**config.mk**
```make
export PLATFORM = sky130hd
export DESIGN_NAME = div_unit_flat
export DESIGN_NICKNAME = d
export VERILOG_FILES = /design/src/rtl/div_if.sv /design/src/rtl/div_unit.sv /design/src/flat_wrapper.sv
export SDC_FILE = /design/constraint.sdc
export NUM_CORES = 1
export LEC_CHECK = 0
export CORE_MARGIN = 1.5
export CORE_UTILIZATION = 51
export DETAILED_ROUTE_END_ITERATION = 10
export PLACE_DENSITY = 0.83
export SLEW_MARGIN = 20
export SYNTH_ARGS = -nofsm -noshare
export SYNTH_HDL_FRONTEND = slang
export SYNTH_SLANG_ARGS = --single-unit
```
**constraint.sdc**
```tcl
create_clock -name clk -period 9.5 [get_ports clk]
set_clock_uncertainty 0.1 [all_clocks]
set_input_delay 1.9 -clock clk [delete_from_list [all_inputs] [get_ports clk]]
set_output_delay 1.9 -clock clk [all_outputs]
set_load 0.005 [all_outputs]
```
**src/rtl/div_if.sv**
```systemverilog
// Request/response bundle for the 32-bit divider.
// Handshake: a request is accepted on a rising edge with start=1 and a valid select while busy=0; done pulses for one cycle with result valid.
interface div_if;
  logic        start;
  logic [31:0] data1;
  logic [31:0] data2;
  logic [4:0]  select;
  logic [31:0] result;
  logic        busy;
  logic        done;

  modport master (output start, data1, data2, select, input result, busy, done);
  modport slave  (input start, data1, data2, select, output result, busy, done);
endinterface

```
**src/rtl/div_unit.sv**
```systemverilog
// Multi-cycle restoring divider for DIV/DIVU/REM/REMU (32-bit).
// Define DIV_EARLY_OUT_EN to finish divide-by-zero and signed overflow straight from IDLE.
module div_unit (
    input  logic        clk,
    input  logic        rst,
    div_if.slave        bus,
    output logic [1:0]  dbg_state
);

    typedef enum logic [1:0] {IDLE = 2'd0, CALC = 2'd1, FIX = 2'd2, FIN = 2'd3} state_t;

    state_t      state;
    logic [4:0]  cnt;
    logic [31:0] quo;
    logic [31:0] rem;
    logic [31:0] dvsr;
    logic [31:0] res_fix;
    logic        is_rem;
    logic        neg_q;
    logic        neg_r;
    logic        div_zero;

    logic        sel_valid;
    logic        sel_signed;
    logic        a_neg;
    logic        b_neg;
    logic [31:0] mag_a;
    logic [31:0] mag_b;
    logic [32:0] trial;

    assign sel_valid  = (bus.select[4:2] == 3'b011);
    assign sel_signed = ~bus.select[0];
    assign a_neg      = sel_signed & bus.data1[31];
    assign b_neg      = sel_signed & bus.data2[31];
    assign mag_a      = a_neg ? (32'd0 - bus.data1) : bus.data1;
    assign mag_b      = b_neg ? (32'd0 - bus.data2) : bus.data2;
    // Shift in the next dividend bit and try to subtract; a set MSB means borrow.
    assign trial      = {rem, quo[31]} - {1'b0, dvsr};
    assign dbg_state  = state;

    always_ff @(posedge clk or posedge rst) begin
        if (rst) begin
            state      <= IDLE;
            cnt        <= 5'd0;
            quo        <= 32'd0;
            rem        <= 32'd0;
            dvsr       <= 32'd0;
            res_fix    <= 32'd0;
            is_rem     <= 1'b0;
            neg_q      <= 1'b0;
            neg_r      <= 1'b0;
            div_zero   <= 1'b0;
            bus.result <= 32'd0;
            bus.busy   <= 1'b0;
            bus.done   <= 1'b0;
        end else begin
            bus.done <= 1'b0;
            case (state)
                IDLE: begin
                    if (bus.start && sel_valid) begin
                        quo      <= mag_a;
                        rem      <= 32'd0;
                        dvsr     <= mag_b;
                        is_rem   <= bus.select[1];
                        neg_q    <= a_neg ^ b_neg;
                        neg_r    <= a_neg;
                        div_zero <= (bus.data2 == 32'd0);
                        cnt      <= 5'd0;
                        bus.busy <= 1'b1;
`ifdef DIV_EARLY_OUT_EN
                        if (bus.data2 == 32'd0) begin
                            res_fix <= bus.select[1] ? bus.data1 : 32'hFFFF_FFFF;
                            state   <= FIN;
                        end else if (sel_signed && bus.data1 == 32'h8000_0000 &&
                                     bus.data2 == 32'hFFFF_FFFF) begin
                            res_fix <= bus.select[1] ? 32'd0 : 32'h8000_0000;
                            state   <= FIN;
                        end else begin
                            state   <= CALC;
                        end
`else
                        state    <= CALC;
`endif
                    end
                end
                CALC: begin
                    if (!trial[32]) begin
                        rem <= trial[31:0];
                        quo <= {quo[30:0], 1'b1};
                    end else begin
                        rem <= {rem[30:0], quo[31]};
                        quo <= {quo[30:0], 1'b0};
                    end
                    cnt <= cnt + 5'd1;
                    if (cnt == 5'd31) state <= FIX;
                end
                FIX: begin
                    // Divide by zero keeps the all-ones quotient regardless of dividend sign.
                    if (is_rem) res_fix <= neg_r ? (32'd0 - rem) : rem;
                    else        res_fix <= (neg_q && !div_zero) ? (32'd0 - quo) : quo;
                    state <= FIN;
                end
                FIN: begin
                    bus.result <= res_fix;
                    bus.done   <= 1'b1;
                    bus.busy   <= 1'b0;
                    state      <= IDLE;
                end
                default: state <= IDLE;
            endcase
        end
    end

endmodule

```
**src/flat_wrapper.sv**
```systemverilog
// flat-port wrapper written by rule: the top's interface ports become plain ports
module div_unit_flat 
  (clk, rst, dbg_state, bus_start, bus_data1, bus_data2, bus_select, bus_result, bus_busy, bus_done);
  div_if bus_i ();
  input  logic clk;
  input  logic rst;
  output logic [1:0] dbg_state;
  input wire logic [$bits(bus_i.start)-1:0] bus_start;
  input wire logic [$bits(bus_i.data1)-1:0] bus_data1;
  input wire logic [$bits(bus_i.data2)-1:0] bus_data2;
  input wire logic [$bits(bus_i.select)-1:0] bus_select;
  output wire logic [$bits(bus_i.result)-1:0] bus_result;
  output wire logic [$bits(bus_i.busy)-1:0] bus_busy;
  output wire logic [$bits(bus_i.done)-1:0] bus_done;
  assign bus_i.start = bus_start;
  assign bus_i.data1 = bus_data1;
  assign bus_i.data2 = bus_data2;
  assign bus_i.select = bus_select;
  assign bus_result = bus_i.result;
  assign bus_busy = bus_i.busy;
  assign bus_done = bus_i.done;
  div_unit u_core (.clk(clk), .rst(rst), .bus(bus_i), .dbg_state(dbg_state));
endmodule
```
# Word-level counts from Yosys, hierarchy flattened

Cells that the tools add are included.

Register bits: 173
Bits of input ports: 72
Output and inout port bits: 36
Logic and storage cells: 60

$add $sub $neg: 6
Equal/unequal tests: 7
Mux-type cells: 19
Bitwise operators: 4
Reductions and logical operators: 11

Operators with widths:

| cell                                                   | count |
|---|---|
| 2-to-1 mux 32 bit                                      | 8 |
| one-hot mux 32 bit (2 select lines)                    | 2 |
| subtractor 1 x 32 -> 32 bit (first input constant)     | 4 |
| subtractor 33 x 32 -> 33 bit                           | 1 |
| zero test 32 bit                                       | 1 |
| one-hot mux 5 bit (2 select lines)                     | 1 |
| one-hot mux 2 bit (4 select lines)                     | 1 |
| AND reduction 2 bit                                    | 4 |
| adder 5 x 1 -> 5 bit (second input constant)           | 1 |
| equality test 5 bit (second input constant)            | 1 |
| 2-to-1 mux 5 bit                                       | 1 |
| equality test 2 bit (second input constant)            | 2 |
| 2-to-1 mux 2 bit                                       | 2 |
| inequality test 2 x 1 -> 1 bit (second input constant) | 2 |
| nonzero test 2 bit                                     | 2 |
| equality test 3 x 2 -> 1 bit (second input constant)   | 1 |
| 2-to-1 mux 1 bit                                       | 3 |
| AND 1 bit                                              | 2 |
| equality test 2 x 1 -> 1 bit (second input constant)   | 1 |
| logical AND 1 bit                                      | 2 |
| zero test 2 bit                                        | 1 |
| one-hot mux 1 bit (2 select lines)                     | 1 |
| zero test 1 bit                                        | 1 |
| inverter 1 bit                                         | 1 |
| XOR 1 bit                                              | 1 |

# Depth between registers and ports, before layout

Depth after elaboration: 5
Mapped depth: 15
Gate-level depth less buffers: 13

# Worst setup path before layout

OpenSTA, ideal clock, no wires.

Kind: input-to-reg
Start point: input bus_data1[12]
End point: register u_core.quo[30]
Library setup time: 0.133 ns
Data arrival time: 4.056 ns
Data required time: 9.267 ns
Path slack: 5.212 ns
Stages: 10
Path buffers: 0
Cells stage by stage: or4_1 nor4_1 nand2_1 o31ai_1 o21ai_0 a21oi_1 xor2_1 nor2_1 a211oi_1 a21oi_1

Cells in the longest elaborated chain, start to end: 4

Ends and longest elaborated chain:

| what                                | RTL line          | text |
|---|---|---|
| start: declaration                  | flat_wrapper.sv:9 | `input wire logic [$bits(bus_i.data1)-1:0] bus_data1;` |
| subtractor 1 x 32 -> 32 bit         | div_unit.sv:35    | `assign mag_a = a_neg ? (32'd0 - bus.data1) : bus.data1;` |
| 2-to-1 mux 32 bit                   | div_unit.sv:35    |  |
| 2-to-1 mux 32 bit                   | div_unit.sv:60    | `if (bus.start && sel_valid) begin` |
| one-hot mux 32 bit (2 select lines) | div_unit.sv:58    | `case (state)` |
| end signal: assignment              | div_unit.sv:61    | `quo <= mag_a;` |
| end signal: assignment              | div_unit.sv:89    | `quo <= {quo[30:0], 1'b1};` |
| end signal: assignment              | div_unit.sv:92    | `quo <= {quo[30:0], 1'b0};` |
| end: declaration                    | div_unit.sv:14    | `logic [31:0] quo;` |

No other way between the ends. The select of a mux whose other input is x is not followed.
A chain may end at the register's enable or synchronous reset.

# Worst setup path in the final report

Ends and elaborated chain as after synthesis.

==> run metrics <==
largest net degree at the start of global routing 95; commonest non-fill, non-tap cell in the layout dfrtp_1; WP buf/inv 1; Detailed Place HPWL 21,400 µm; Placement Rows 54; Die Height 154 µm; first-pass GRT wire length 49,500 µm; maximum vdd drop 274 µV; Post-synth EDFFs 0; max cap viols 0; Pwr Total 4.67 mW; later-pin clock latency in the skew report 0.45 ns; GPL Wtd Cong 0.936; arrival time at the worst endpoint 4.94 ns; Pleak 5.81 nW; die area 0.0236 mm²; Congestion Overflow GR 0; Global Route Usage Sum 25.9%; Slew Limit Fails 0; Antenna Nets Post-Route 0; most frequent cells in the layout 173 x dfrtp_1, 162 x nand2_1, 155 x o21ai_0; Reg2Reg Setup Slack 4.86 ns; Synth async-reset ratio 100%; Nets 1,538; Hold Vio Cnt, Final 0; Die W 154 µm; maximum fanout along the worst path 4; fin crit period 4.72 ns; CP endpoint kind register; sequential area share after synthesis 37.3%; Cell Pwr Density 349 mW/mm²; Max Buffers Root-to-Sink 2; HP Start u_core.dvsr[6]; distinct cell type count after synthesis 72; Syn Inst Count 1,358; Mapped Area 0.0116 mm²; kind of critical path input port to register; status finished, final reports clean; CP startpoint kind input port; initial antenna violation count 0; Avg Inst Size Synth 8.54 µm²; top_reg_cell synth dfrtp_1; H-tree depth 4; ANT cells 0; post-synth top area cell dfrtp_1; final setup violation count 0; residual DRC count 0; crit share post-route 49.7%; IO buf count 107; Worst-path clk slew 0.07 ns; HP Class register to register; share of the synthesized area in the top cell type 37.3%; Total Neg Setup Slack 0 ns; worst hold stages 2; RR Endpoint u_core.rem[12]; main area contributors after synthesis dfrtp_1 37%, o21ai_0 6.7%, xor2_1 5.4%; WP data required 9.72 ns; Worst path most repeated cell a21oi_1; CTS Hold Bufs 0; RSZ-0062 raised after global routing false; Max Fclk 212 MHz; root buffer cell clkbuf_16; DR vias 10,100; vias in the first global route 9,900; CP peak stage delay 0.60 ns; TritonCTS buffer count 17; crit path cell chain clkdlybuf4s50_1 > or4_1 > nor4_1 > nand2_1 > o31ai_1 > o21ai_0 > a21oi_1 > xor2_1 > nor2_1 > a211oi_1 > a21oi_1; Hold Path Sink u_core.dvsr[6]; post-cts resize count 0; slowest CP cell or4_1; P&R area growth vs syn 15.3%; WL/cell 17.3 µm; Synth warnings 0; DRT Pass-1 Iters 5; reg2reg start u_core.quo[31]; Starting Density 52.5%; share of layout cells above drive strength 1 6.62%; Worst slew margin 26.2%; Critical Path Source bus_data1[12]; post-CTS repair timing setup buffer count 0; I/O pins 108; cell family with most CP delay simple AND/OR/NAND/NOR gates; DRT iter0 DRCs 917; core area 0.0221 mm²; Synthesized Nets 1,474; clk sink count 173; CTS tree yes; Worst R2R Path Depth 13; #FFs+latches synth 173; worst-margin pin slew 1.11 ns; # fillers 1,826; post-DR vias/cell 5.91; Routed WL 29,700 µm
## routing by layer
layer	share of wire, %	track usage (%)	vias to the layer above
li1	-	-	4896
met1	44	33.4	4874
met2	48	43.2	298
met3	5.2	4.51	58
met4	3.1	10.7	0
met5	0	0	-
## cells by family (layout without fill, tap and decap cells)
group,count (synthesis),count (layout),share of synthesized area (%)
buffers and inverters,148,224,5.02
adders and majority gates,44,44,4.81
and+or+nand+nor,387,387,15.5
muxes,68,68,6.29
AOI/OAI and AO/OA,396,396,20.3
xor gates and xnor gates,142,142,10.7
DFF,173,173,37.3
## report_power, final
| part | total (mW) | internal, mW | switching [mW] |
|---|---|---|---|
| clock network | 0.681 | 0.346 | 0.335 |
| logic | 2.60 | 1.13 | 1.46 |
| registers | 1.39 | 1.06 | 0.332 |
| total | 4.67 | 2.53 | 2.13 |
## cells in the mapped netlist, types with 14 or more instances
cell / instances
xor2_1: 72
o211ai_1: 22
ha_1: 43
xnor2_1: 70
mux2_2: 39
nand2b_1: 17
a21o_1: 14
nor2_1: 86
clkbuf_1: 52
dfrtp_1: 173
mux2i_1: 29
nor3_1: 25
a21oi_1: 113
nand3_1: 18
nand2_1: 163
o21ai_0: 156
inv_1: 80
o31ai_1: 22
## per-stage QoR
step	util (%)	instance area (µm²)	cells	hold WS [ns]	setup slack (ns)
after global routing	60.5	13400	1714	0.409	4.51
after CTS	60.5	13400	1714	0.387	4.78
final	60.5	13400	1714	0.384	4.78
after global placement	58.0	12800	1683	0.363	4.44
after floorplan	-	11600	1358	0.350	2.81
after detailed placement	58.0	12800	1683	0.371	4.32
## final cells by class
cell class                      count  area [µm²]  share of cell area [%]
Tap cell                          280         350                    2.62
Clock inverter                     13         129                   0.964
Clock buffer                       18         429                    3.21
Sequential cell                   173        4330                    32.4
Multi-Input combinational cell   1037        6710                    50.2
Timing Repair Buffer              113        1120                    8.35
Inverter                           80         305                    2.28
## worst reg2reg max path, delay by kind of cell (launching register included)
kind | cells | cell delay (ns)
simple gates | 2 | 0.29
compound gates | 7 | 2.49
buf+inv | 1 | 0.12
fa+ha+maj | 2 | 0.64
flops | 1 | 0.42
mux | 1 | 0.38
## worst max path at each step
stage                     slack, ns              end  cells past startpoint
final                          4.78   u_core.quo[30]                     11
after global routing           4.51   u_core.quo[30]                     11
after CTS                      4.78   u_core.quo[30]                     11
after detailed placement       4.32   u_core.quo[30]                     11
after global placement         4.44   u_core.quo[30]                     11
after floorplan                2.81  u_core.bus.busy                      1
## state kept, by name, summed over array words and instances (netlist names)
register / cells
u_core.dbg_state: 2
u_core.bus.done: 1
u_core.div_zero: 1
u_core.neg_r: 1
u_core.res_fix: 32
u_core.bus.result: 32
u_core.cnt: 5
u_core.neg_q: 1
u_core.bus.busy: 1
u_core.dvsr: 32
u_core.rem: 32
u_core.is_rem: 1
u_core.quo: 32
Note: power is estimated with default switching activity, not from simulation.
